<file path="config.mk">
export PLATFORM = sky130hd
export DESIGN_NAME = phy_rx_deserializer_flat
export DESIGN_NICKNAME = d
export VERILOG_FILES = /design/src/rtl/phy_rx_deserializer_pkg.sv /design/src/rtl/phy_rx_deserializer_if.sv /design/src/rtl/phy_rx_deserializer.sv /design/src/flat_wrapper.sv
export SDC_FILE = /design/constraint.sdc
export NUM_CORES = 1
export LEC_CHECK = 0
export BUFFER_PORTS_ARGS = -buffer_cell sky130_fd_sc_hd__buf_2
export CORE_UTILIZATION = 45
export DETAILED_ROUTE_END_ITERATION = 8
export GPL_TIMING_DRIVEN = 0
export SYNTH_ARGS = -nofsm -noshare
export SYNTH_HDL_FRONTEND = slang
export SYNTH_SLANG_ARGS = --single-unit
</file>
<file path="constraint.sdc">
create_clock -name clk_32f -period 4.3 [get_ports clk_32f]
set_input_delay 0.215 -clock clk_32f [delete_from_list [all_inputs] [get_ports clk_32f]]
set_output_delay 0.215 -clock clk_32f [all_outputs]
set_load 0.005 [all_outputs]
</file>
<file path="src/rtl/phy_rx_deserializer_pkg.sv">
// Shared PHY constants and receive-FSM encoding, reused by the TX serializer and the tester.
package phy_rx_deserializer_pkg;

  localparam logic [7:0] COM_SYM = 8'hBC;
  localparam logic [7:0] IDL_SYM = 8'h7C;

  // Encoding 2'd3 is unused and is treated as SEARCH by the receiver.
  typedef enum logic [1:0] {
    SEARCH    = 2'd0,
    COUNT_COM = 2'd1,
    ACTIVE    = 2'd2
  } rx_state_e;

  function automatic logic is_data_sym(input logic [7:0] sym,
                                       input logic [7:0] com,
                                       input logic [7:0] idl);
    return (sym != com) && (sym != idl);
  endfunction

endpackage

</file>
<file path="src/rtl/phy_rx_deserializer_if.sv">
// Serial lane in, aligned byte stream out; master drives the lane, slave is the deserializer.
interface phy_rx_deserializer_if;

  logic       data_serial;
  logic [7:0] data_out;
  logic       valid_out;
  logic       byte_strobe;
  logic       active;

  modport master (
    output data_serial,
    input  data_out,
    input  valid_out,
    input  byte_strobe,
    input  active
  );

  modport slave (
    input  data_serial,
    output data_out,
    output valid_out,
    output byte_strobe,
    output active
  );

endinterface

</file>
<file path="src/rtl/phy_rx_deserializer.sv">
// Serial-to-parallel receive stage: locks byte alignment on a run of COM symbols, then emits bytes.
module phy_rx_deserializer
  import phy_rx_deserializer_pkg::*;
#(
  parameter logic [7:0] COM_SYM_P = COM_SYM,
  parameter logic [7:0] IDL_SYM_P = IDL_SYM,
  parameter int         COM_COUNT = 4
) (
  input  logic                  clk_32f,
  input  logic                  reset,
  phy_rx_deserializer_if.slave  rx
);

  localparam logic [3:0] COM_TARGET = 4'(COM_COUNT);

  rx_state_e  state_q;
  logic [7:0] sr_q;
  logic [7:0] sr_d;
  logic [2:0] bit_cnt_q;
  logic [3:0] com_cnt_q;
  logic [3:0] com_cnt_d;
  logic [7:0] data_out_q;
  logic       valid_q;
  logic       strobe_q;
  logic       active_q;

  assign sr_d      = {sr_q[6:0], rx.data_serial};
  assign com_cnt_d = (com_cnt_q == 4'hF) ? 4'hF : com_cnt_q + 4'd1;

  // Boundary compares use sr_d so a byte is judged on the same edge that samples its last bit.
  always_ff @(posedge clk_32f or negedge reset) begin
    if (!reset) begin
      state_q    <= SEARCH;
      sr_q       <= 8'h00;
      bit_cnt_q  <= 3'd0;
      com_cnt_q  <= 4'd0;
      data_out_q <= 8'h00;
      valid_q    <= 1'b0;
      strobe_q   <= 1'b0;
      active_q   <= 1'b0;
    end else begin
      sr_q     <= sr_d;
      strobe_q <= 1'b0;
      case (state_q)
        COUNT_COM: begin
          bit_cnt_q <= bit_cnt_q + 3'd1;
          if (bit_cnt_q == 3'd7) begin
            if (sr_d == COM_SYM_P) begin
              com_cnt_q <= com_cnt_d;
              if (com_cnt_d == COM_TARGET) begin
                state_q  <= ACTIVE;
                active_q <= 1'b1;
              end
            end else begin
              state_q   <= SEARCH;
              com_cnt_q <= 4'd0;
            end
          end
        end
        ACTIVE: begin
          bit_cnt_q <= bit_cnt_q + 3'd1;
          if (bit_cnt_q == 3'd7) begin
            data_out_q <= sr_d;
            strobe_q   <= 1'b1;
            valid_q    <= is_data_sym(sr_d, COM_SYM_P, IDL_SYM_P);
          end
        end
        default: begin
          state_q <= SEARCH;
          if (sr_d == COM_SYM_P) begin
            bit_cnt_q <= 3'd0;
            com_cnt_q <= 4'd1;
            if (COM_COUNT == 1) begin
              state_q  <= ACTIVE;
              active_q <= 1'b1;
            end else begin
              state_q <= COUNT_COM;
            end
          end
        end
      endcase
    end
  end

  assign rx.data_out    = data_out_q;
  assign rx.valid_out   = valid_q;
  assign rx.byte_strobe = strobe_q;
  assign rx.active      = active_q;

endmodule
</file>
<file path="src/flat_wrapper.sv">
// flat-port wrapper written by rule: the top's interface ports become plain ports
module phy_rx_deserializer_flat import phy_rx_deserializer_pkg::*;
#(
  parameter logic [7:0] COM_SYM_P = COM_SYM,
  parameter logic [7:0] IDL_SYM_P = IDL_SYM,
  parameter int         COM_COUNT = 4
)
  (clk_32f, reset, rx_data_serial, rx_data_out, rx_valid_out, rx_byte_strobe, rx_active);
  phy_rx_deserializer_if rx_i ();
  input  logic clk_32f;
  input  logic reset;
  input wire logic [$bits(rx_i.data_serial)-1:0] rx_data_serial;
  output wire logic [$bits(rx_i.data_out)-1:0] rx_data_out;
  output wire logic [$bits(rx_i.valid_out)-1:0] rx_valid_out;
  output wire logic [$bits(rx_i.byte_strobe)-1:0] rx_byte_strobe;
  output wire logic [$bits(rx_i.active)-1:0] rx_active;
  assign rx_i.data_serial = rx_data_serial;
  assign rx_data_out = rx_i.data_out;
  assign rx_valid_out = rx_i.valid_out;
  assign rx_byte_strobe = rx_i.byte_strobe;
  assign rx_active = rx_i.active;
  phy_rx_deserializer #(.COM_SYM_P(COM_SYM_P), .IDL_SYM_P(IDL_SYM_P), .COM_COUNT(COM_COUNT)) u_core (.clk_32f(clk_32f), .reset(reset), .rx(rx_i));
endmodule
</file>
==> impl_metrics.py <==
metrics = {
    "yosys": {
        "synth.most_common_cell": "dfrtp_1",
        "netlist_top_cells_count": "27 x dfrtp_1, 8 x mux2_2, 7 x inv_1, 6 x nand2_1, 6 x o21ai_0",
        "synth_area_um2": 1250,
        "synth.avg_cell_area_um2": 12.9,
        "postSynthNetCount": 105,
        "yosys-top-cells-area": "dfrtp_1 54%, mux2_2 7.2%, ha_1 5.0%",
        "synthArstFlopShare_pct": 100,
        "synth_edf_count": 0,
        "yosys_register_bits": 27,
        "synth_warnings": 0,
        "yosys.area.top_type_share_pct": 54.1,
        "synth_ff_type": "dfrtp_1",
        "ys_seq_area_share_pct": 54.1,
        "syn_inst": 97,
        "synth_top_area_cell": "dfrtp_1",
        "yosysUniqueCellTypes": 39,
    },
    "global_routing": {
        "grt_usage_pct": 15.9,
        "grt_max_degree": 28,
        "grt_pass1_vias": 731,
        "grt_antenna_before_repair": 0,
        "grt_pass1_wl_mm": 3.31,
        "grt_overflow": 0,
    },
    "clocking": {
        "ctsRootBufferMaster": "clkbuf_4",
        "cts_tree": "yes",
        "clock_latency_ps": 320,
        "cts_buffers": 3,
        "post_cts_buffers": 0,
        "clock-sinks": 27,
        "htreeDepth": 1,
        "cts_buffer_depth": 2,
        "cts.clk_slew.worst_paths_ps": 150,
    },
    "route": {
        "dr.pass1.iters": 4,
        "drt_iter0_drc": 7,
        "routed_wirelength_mm": 2.00,
        "drc": 0,
        "via_per_inst": 5.49,
        "vias": 796,
        "ant_nets": 0,
        "wl_per_cell_um": 13.8,
    },
    "sta": {
        "hold_viol": 0,
        "slew_headroom_pct": 59.9,
        "drv_slew": 0,
        "finalCritPeriodShare_pct": 40.8,
        "max_freq_mhz": 570,
        "worst_pin_slew_ps": 601,
        "skew_ps": 7.70,
        "grt_setup_unrepaired": "no",
        "fin_setup_tns_ps": 0,
        "fin_crit_ps": 1750,
        "finalSetupViolCount": 0,
    },
    "setup_path": {
        "required_ps": 4560,
        "critPathKind": "register to register",
        "endpoint_kind": "register",
        "start_kind": "register",
        "worstRegToRegCells": 5,
        "crit_fanout": 8,
        "critical_path_arrival_ps": 2010,
    },
    "die": {
        "num_io_pins": 14,
        "die_area_um2": 2990,
        "start_util_pct": 49.1,
        "rows": 18,
        "core_area_um2": 2540,
        "die_h_um": 54.7,
        "die_w_um": 54.7,
    },
    "place": {
        "gp_congestion": 0.767,
        "dp_hpwl_mm": 1.40,
        "io_buffers": 13,
    },
    "pwr": {
        "power_density_nw_per_um2": 321,
        "combPwrFrac_pct": 11.8,
        "p_leak_nw": 0.675,
        "internal_power_mw": 0.329,
        "netSwitchingPower_mw": 0.117,
        "switching_share_pct": 26.2,
        "ir_drop_mv": 0.239,
        "power.share.clock_pct": 24.8,
        "power_frac_seq_pct": 63.4,
    },
    "finish": {
        "fin_util_pct": 54.7,
        "fin_nets": 124,
        "num_antenna_cells": 0,
        "layout-drive-gt1-share_pct": 33.9,
        "areaGrowthSynthToFinish_pct": 11.4,
        "nFillCells": 241,
    },
    "hold_path": {
        "worstHoldPathCells": 1,
        "hp-class": "input port to register",
    },
    "flow_run": {
        "maxCapViolations": 0,
    },
    "outcome": {
        "outcome": "finished, final reports clean",
    },
}
## critical path, cell delays in order, from the launching register on
cell       delay (ps)
dfrtp_1           510
ha_1              370
nor3b_2           230
nor3_2             90
nor4b_2           290
a2bb2oi_1         190
## layout make-up
class / instances / area, um^2 / share of cell area (%)
Timing Repair Buffer: 14 / 75.1 / 5.39
Inverter: 7 / 26.3 / 1.89
Buffer: 5 / 43.8 / 3.14
Tap cell: 30 / 37.5 / 2.70
Clock inverter: 1 / 7.51 / 0.539
Sequential cell: 27 / 676 / 48.5
Clock buffer: 3 / 22.5 / 1.62
Multi-Input combinational cell: 58 / 504 / 36.2
## through the flow
stage	cells	total power, mW	setup slack [ps]	hold slack, ps	cell area (um^2)
floorplan	97	0.324	2740	-80.6	1250
global placement	140	0.338	2600	253	1350
detailed placement	140	0.342	2570	253	1350
CTS	145	0.456	2540	8.66	1390
global route	145	0.476	2380	0.796	1390
finish	145	0.447	2550	23.2	1390
## metal layers
metal | vias to the layer above | GRT usage, % | share of wire (%)
met5 | - | 0 | 0
met4 | 0 | 6.41 | 0.60
met3 | 2 | 3.33 | 3.0
met2 | 11 | 23.9 | 44
met1 | 394 | 22.0 | 52
li1 | 389 | - | -
## logic make-up after synthesis
family,after synthesis,share of synthesized area [%]
compound gates,21,12.5
xor+xnor,1,0.701
fa+ha+maj,5,5.01
buf+inv,12,5.61
flops,27,54.1
mux,8,7.21
simple gates,23,14.9
## repair_timing
| action | 4_1_cts | 5_1_grt |
|---|---|---|
| gates resized for setup | 0 | 0 |
| hold endpoints to repair | 27 | 0 |
| hold buffers | 1 | 0 |
## worst paths after layout
kind	from	end	slack, ps
min in group asynchronous	reset	u_core.com_cnt_q[1]	410
hold / removal	rx_data_serial	u_core.sr_q[0]	20
setup / recovery	u_core.com_cnt_q[1]	u_core.state_q[1]	2550
hold reg to reg	u_core.sr_q[0]	u_core.sr_q[1]	410
max in group asynchronous	reset	u_core.sr_q[0]	3500
setup reg to reg	u_core.com_cnt_q[1]	u_core.state_q[1]	2550
## cell usage in the layout, fill, tap and decap left out, drive strengths merged, types with 2 or more instances in the layout
cell type / n
o41ai: 2
o22ai: 2
nand2: 7
inv: 7
ha: 5
o21ai: 6
nor2b: 2
mux2: 8
buf: 18
nand3: 2
clkbuf: 3
dfrtp: 27
nor4b: 3
## flip-flops by register name, indices dropped and copies added (netlist names)
signal	count
u_core.rx.active	1
u_core.sr_q	7
u_core.bit_cnt_q	3
u_core.rx.byte_strobe	1
u_core.rx.data_out	8
u_core.state_q	2
u_core.rx.valid_out	1
u_core.com_cnt_q	4
## power groups by stage
stage          clock network, mW  registers [mW]  logic, mW
6_report                   0.111           0.283     0.0527
5_1_grt                    0.127           0.286     0.0636
4_1_cts                    0.118           0.284     0.0545
3_5_place_dp                   0           0.289     0.0534
3_3_place_gp                   0           0.287     0.0510
2_1_floorplan                  0           0.285     0.0394
(Power assumes the default switching activity.)
